### src/rtl/serial_tx_pkg.sv
`default_nettype none
// ============================================================================
// serial_tx_pkg : state encoding and parity helper shared by the serial TX.
// Revision: 1.0
// ============================================================================
package serial_tx_pkg;

  // Widest word the parity helper accepts; callers zero-extend into it.
  localparam int MAX_WORD_W = 64;

  typedef enum logic [1:0] {
    IDLE   = 2'd0,
    SHIFT  = 2'd1,
    PARITY = 2'd2,
    DONE   = 2'd3
  } tx_state_t;

  function automatic logic even_parity(input logic [MAX_WORD_W-1:0] word);
    return ^word;
  endfunction

endpackage
`default_nettype wire

### src/rtl/bit_period_timer.sv
`default_nettype none
// ============================================================================
// bit_period_timer : counts CLKS_PER_BIT cycles per bit while run is high;
// tick marks the last cycle of each bit period.
// Revision: 1.0
// ============================================================================
module bit_period_timer #(
  parameter int CLKS_PER_BIT = 4
) (
  input  logic clk,
  input  logic rst_n,
  input  logic run,
  output logic tick
);
  localparam int DIV_W = (CLKS_PER_BIT > 1) ? $clog2(CLKS_PER_BIT) : 1;
  localparam logic [DIV_W-1:0] LAST_DIV = DIV_W'(CLKS_PER_BIT - 1);

  logic [DIV_W-1:0] div_cnt;

  // Held at zero while idle so every frame starts on a fresh bit period.
  always_ff @(posedge clk) begin
    if (!rst_n) begin
      div_cnt <= '0;
    end else if (!run || (div_cnt == LAST_DIV)) begin
      div_cnt <= '0;
    end else begin
      div_cnt <= div_cnt + 1'b1;
    end
  end

  assign tick = run && (div_cnt == LAST_DIV);

endmodule
`default_nettype wire

### src/rtl/serial_word_transmitter.sv
`default_nettype none
// ============================================================================
// serial_word_transmitter : ready/valid parallel word in, serial bits out with
// a one-cycle shift strobe per bit. Macro SERIAL_TX_PARITY_EN adds an even-parity bit.
// Revision: 1.0
// ============================================================================
module serial_word_transmitter
  import serial_tx_pkg::*;
#(
  parameter int N            = 8,
  parameter int CLKS_PER_BIT = 4,
  parameter int MSB_FIRST    = 1
) (
  input  logic         clk,
  input  logic         rst_n,
  input  logic [N-1:0] i_data,
  input  logic         i_valid,
  output logic         o_ready,
  output logic         o_serial,
  output logic         o_shift_ena,
  output logic         o_busy,
  output logic         o_done
);
  localparam int BIT_W = $clog2(N + 1);
  localparam logic [BIT_W-1:0] LAST_BIT = BIT_W'(N - 1);

  tx_state_t        state;
  tx_state_t        state_next;
  logic [N-1:0]     hold;
  logic [N-1:0]     hold_shifted;
  logic [BIT_W-1:0] bit_cnt;
  logic             head_bit;
  logic             tick;
  logic             run;
  logic             accept;
  logic             last_bit;

  assign accept   = i_valid && (state == IDLE);
  assign last_bit = tick && (bit_cnt == LAST_BIT);

  generate
    if (MSB_FIRST != 0) begin : g_msb_first
      assign head_bit     = hold[N-1];
      assign hold_shifted = {hold[N-2:0], 1'b0};
    end else begin : g_lsb_first
      assign head_bit     = hold[0];
      assign hold_shifted = {1'b0, hold[N-1:1]};
    end
  endgenerate

`ifdef SERIAL_TX_PARITY_EN
  logic [MAX_WORD_W-1:0] data_ext;
  logic                  parity_bit;

  assign data_ext = MAX_WORD_W'(i_data);
  assign run      = (state == SHIFT) || (state == PARITY);

  always_ff @(posedge clk) begin
    if (!rst_n) begin
      parity_bit <= 1'b0;
    end else if (accept) begin
      parity_bit <= even_parity(data_ext);
    end
  end
`else
  assign run = (state == SHIFT);
`endif

  bit_period_timer #(
    .CLKS_PER_BIT(CLKS_PER_BIT)
  ) u_timer (
    .clk  (clk),
    .rst_n(rst_n),
    .run  (run),
    .tick (tick)
  );

  always_ff @(posedge clk) begin
    if (!rst_n) begin
      state <= IDLE;
    end else begin
      state <= state_next;
    end
  end

  always_ff @(posedge clk) begin
    if (!rst_n) begin
      hold    <= '0;
      bit_cnt <= '0;
    end else if (accept) begin
      hold    <= i_data;
      bit_cnt <= '0;
    end else if ((state == SHIFT) && tick) begin
      hold    <= hold_shifted;
      bit_cnt <= bit_cnt + 1'b1;
    end
  end

  always_comb begin
    state_next = state;
    o_serial   = 1'b0;
    case (state)
      IDLE: begin
        if (i_valid) state_next = SHIFT;
      end
      SHIFT: begin
        o_serial = head_bit;
`ifdef SERIAL_TX_PARITY_EN
        if (last_bit) state_next = PARITY;
`else
        if (last_bit) state_next = DONE;
`endif
      end
`ifdef SERIAL_TX_PARITY_EN
      PARITY: begin
        o_serial = parity_bit;
        if (tick) state_next = DONE;
      end
`endif
      DONE: begin
        state_next = IDLE;
      end
      default: begin
        state_next = IDLE;
      end
    endcase
  end

  assign o_shift_ena = tick;
  assign o_ready     = (state == IDLE);
  assign o_busy      = (state != IDLE);
  assign o_done      = (state == DONE);

endmodule
`default_nettype wire
### config.mk
export PLATFORM = sky130hd
export DESIGN_NAME = serial_word_transmitter
export DESIGN_NICKNAME = d
export VERILOG_FILES = /design/src/rtl/serial_tx_pkg.sv /design/src/rtl/bit_period_timer.sv /design/src/rtl/serial_word_transmitter.sv
export SDC_FILE = /design/constraint.sdc
export NUM_CORES = 1
export LEC_CHECK = 0
export ABC_AREA = 1
export CAP_MARGIN = 5
export CORE_UTILIZATION = 52
export DETAILED_ROUTE_END_ITERATION = 12
export HOLD_SLACK_MARGIN = 0.15
export PLACE_DENSITY = 0.77
export SLEW_MARGIN = 20
export SYNTH_ARGS = -nofsm -noshare
export SYNTH_HDL_FRONTEND = slang
export SYNTH_SLANG_ARGS = --single-unit
### constraint.sdc
create_clock -name clk -period 3.72 [get_ports clk]
set_input_delay 1.116 -clock clk [delete_from_list [all_inputs] [get_ports clk]]
set_output_delay 1.116 -clock clk [all_outputs]
set_load 0.005 [all_outputs]
==> key figures <==
Power and ir drop
  – VDD IR-drop max: 0.000223 V
  – Leak: about 0.42 nW
  – Pwr Density: 353 mW/mm²

Critical path
  – WP data required: 2600 ps
  – Crit Path Class: reg -> out
  – Delay of the slowest critical-path stage: roughly 500 ps
  – Buf+Inv Stages, Crit Path: 2
  – Startpoint types: flip-flop
  – Cell family with most CP delay: buffers and inverters
  – Worst Setup End Kind: output port
  – CP max-delay cell: clkdlybuf4s50_1
  – Critical path fanouts, max: 11
  – Crit path DAT: around 1900 ps
  – Cells along the critical path: ha_1, nand3_2, inv_4, clkdlybuf4s50_1

Drt
  – Drt total wl: 1470 µm
  – Detailed-route DRC error count: 0
  – Final ANT Viol Nets: 0
  – DRT Pass-1 Iters: 4
  – Iter 0 DRT Violations: 16
  – Total number of vias: approximately 670
  – Wire length per cell: 10.8 µm
  – Via/cell ratio: 4.92

Cells and area
  – # diodes: 0
  – Nets: 135
  – P&R area growth vs syn: 25.2%
  – Share of layout cells above drive strength 1: between 10% and 20%

Timing
  – Setup Viol. Count Final: 0
  – Final min period: 2970 ps
  – Fin. Hold Viols: 0
  – Clk_skew: roughly 12 ps
  – RSZ-0062 raised after global routing: false
  – Worst-margin pin slew: roughly 350 ps
  – Post-route clock period utilization: 80.0%
  – Max Clk Rate: around 340 MHz
  – Setup WS post-layout: 746 ps
  – Setup TNS: 0 ps
  – Slew headroom: about 77%
  – Slew Viols, Final: 0

Floorplanning
  – Die Wd: 40.4 µm
  – Die Y: 40.4 µm
  – Effective utilization at floorplan: 57.6%
  – Core area: 0.00133 mm²
  – Top-Level Pins: 16
  – Row cnt: 13
  – Area of the die: 0.00163 mm²

Placement
  – Port Buffers: 15
  – Dpl ws: 1050 ps
  – RD Place Congestion: 0.716
  – Placed wire-length estimate: 1110 µm

Synthesis
  – Area contributors post-synth: dfxtp_1 42%, inv_1 9.3%, nand2_1 8.8%
  – Syn nets: between 100 and 150
  – Count of yosys warnings during synthesis: 0
  – Sequential-to-total area share from yosys stat: 41.7%
  – Cells after Synth: slightly above 100
  – Syn avg cell area: 7.46 µm²
  – Area leader, netlist: dfxtp_1
  – Synthesized cell area: 768 µm²
  – Synth cell types: 22
  – Synthesis-stage register bit count: 16
  – Post-synth top area share: a little over two fifths

Clocking
  – Post CTS Setup Buffer Count: 0
  – CTS Buf Count: 3
  – Clock Pin Slew Worst Setup and Hold Paths: around 80 ps
  – Clk_lat worst skew: 290 ps
  – CTS tree: done
  – Post_cts resized: 0
  – Root buf cell: clkbuf_4
  – CTS Sinks: 16
  – CTS Buffer Depth: 2
  – CTS H-tree lvls: 1
  – # hold bufs at CTS: 0

Global route
  – Largest net degree at the start of global routing: 12
  – Initial antenna violation count: 0
  – First-pass GRT wire length: 2170 µm
  – Grt total ovfl: 0
  – Vias in the first global route: around 540
  – Total Routing Usage GR: 20.3%

Run status
  – Status: complete, no violations

Min path
  – HP Class: reg -> reg

Job
  – Max Cap Violations: 0
## area by class of cell
type | instances | area (µm²)
flip-flops and latches | 16 | 320
clock buffers | 4 | 36.3
multi-input cells | 64 | 352
repair buffers | 15 | 150
well taps | 15 | 18.8
inverters | 22 | 85.1
fillers | 111 | 372
## cell usage in the layout, fill, tap and decap left out
| cell | netlist | routed |
|---|---|---|
| inv_1 | 19 | 19 |
| nand2_1 | 18 | 18 |
| dfxtp_1 | 16 | 16 |
| clkdlybuf4s50_1 | 0 | 15 |
| nand3_1 | 11 | 11 |
| a21oi_1 | 8 | 8 |
| nor2_1 | 7 | 7 |
| o21ai_2 | 4 | 4 |
| nor3_1 | 3 | 3 |
| clkbuf_4 | 0 | 3 |
| nor2_4 | 2 | 2 |
| inv_2 | 2 | 2 |
| ha_1 | 2 | 2 |
| nand3_2 | 1 | 1 |
| inv_4 | 1 | 1 |
| and3_1 | 1 | 1 |
| nand2_4 | 1 | 1 |
| nand2_2 | 1 | 1 |
| o21bai_1 | 1 | 1 |
| o21ai_1 | 1 | 1 |
| nor4_1 | 1 | 1 |
| nor3b_1 | 1 | 1 |
| o21ai_0 | 1 | 1 |
| clkbuf_8 | 0 | 1 |
## metrics by stage
stage	power [W]	instance area (µm²)	util (%)	hold slack, ps	std cells
4_1_cts	0.000343	962	72.1	444	136
5_1_grt	0.000354	962	72.1	472	136
3_3_place_gp	0.000228	926	69.4	415	132
3_5_place_dp	0.000229	926	69.4	431	132
6_report	0.000339	962	72.1	433	136
2_1_floorplan	0.000208	768	-	408	103
## state kept, by name, summed over array words and instances (netlist names)
signal	flops
hold	8
bit_cnt	4
state	2
u_timer.div_cnt	2
## report_power, final
part / switching, W / total (W) / internal, W
combinational: 0.0000209 / 0.0000426 / 0.0000217
clock: 0.0000548 / 0.000114 / 0.0000596
sequential: 0.00000434 / 0.000182 / 0.000178
total: 0.0000801 / 0.000339 / 0.000259
## Yosys cell counts
cell	instances
o21bai_1	1
o21ai_1	1
nand2_1	18
a21oi_1	8
inv_1	19
buf_6	1
nor2_4	2
nor4_1	1
nor3_1	3
o21ai_0	1
and3_1	1
nand2_2	1
nand2_4	1
o21ai_2	4
dfxtp_1	16
inv_2	2
ha_1	2
nand3_1	11
nor3b_1	1
nor2_1	7
inv_4	1
nand3_2	1
## kinds of logic after synthesis
logic type	Yosys count	synth area share [%]
compound gates	15	12.1
fa+ha+maj	2	3.26
buf+inv	23	12.5
flops	16	41.7
simple gates	47	30.5
## worst register-to-register path: cells and delay by family (launching register included)
kind | cells | cell delay, ps
buffers and inverters | 1 | 90
AOI/OAI and AO/OA | 1 | 60
adders and majority gates | 1 | 240
DFF | 1 | 340
and+or+nand+nor | 3 | 610
## layer usage
layer / GRT usage (%) / vias to the layer above / wire [µm]
met5: 0 / - / 0
met4: 12.5 / 0 / 23
met3: 3.33 / 4 / 70
met2: 32.1 / 15 / 664
met1: 25.3 / 291 / 713
li1: - / 359 / -
## final timing paths
path	depth (start not counted)	slack (ps)	endpoint	start
setup / recovery	4	750	o_shift_ena	u_timer.div_cnt[0]
setup reg to reg	6	2290	hold[1]	u_timer.div_cnt[0]
hold / removal	1	430	u_timer.div_cnt[0]	u_timer.div_cnt[0]
hold reg to reg	1	430	u_timer.div_cnt[0]	u_timer.div_cnt[0]
Power figures use the tool's default switching activity.
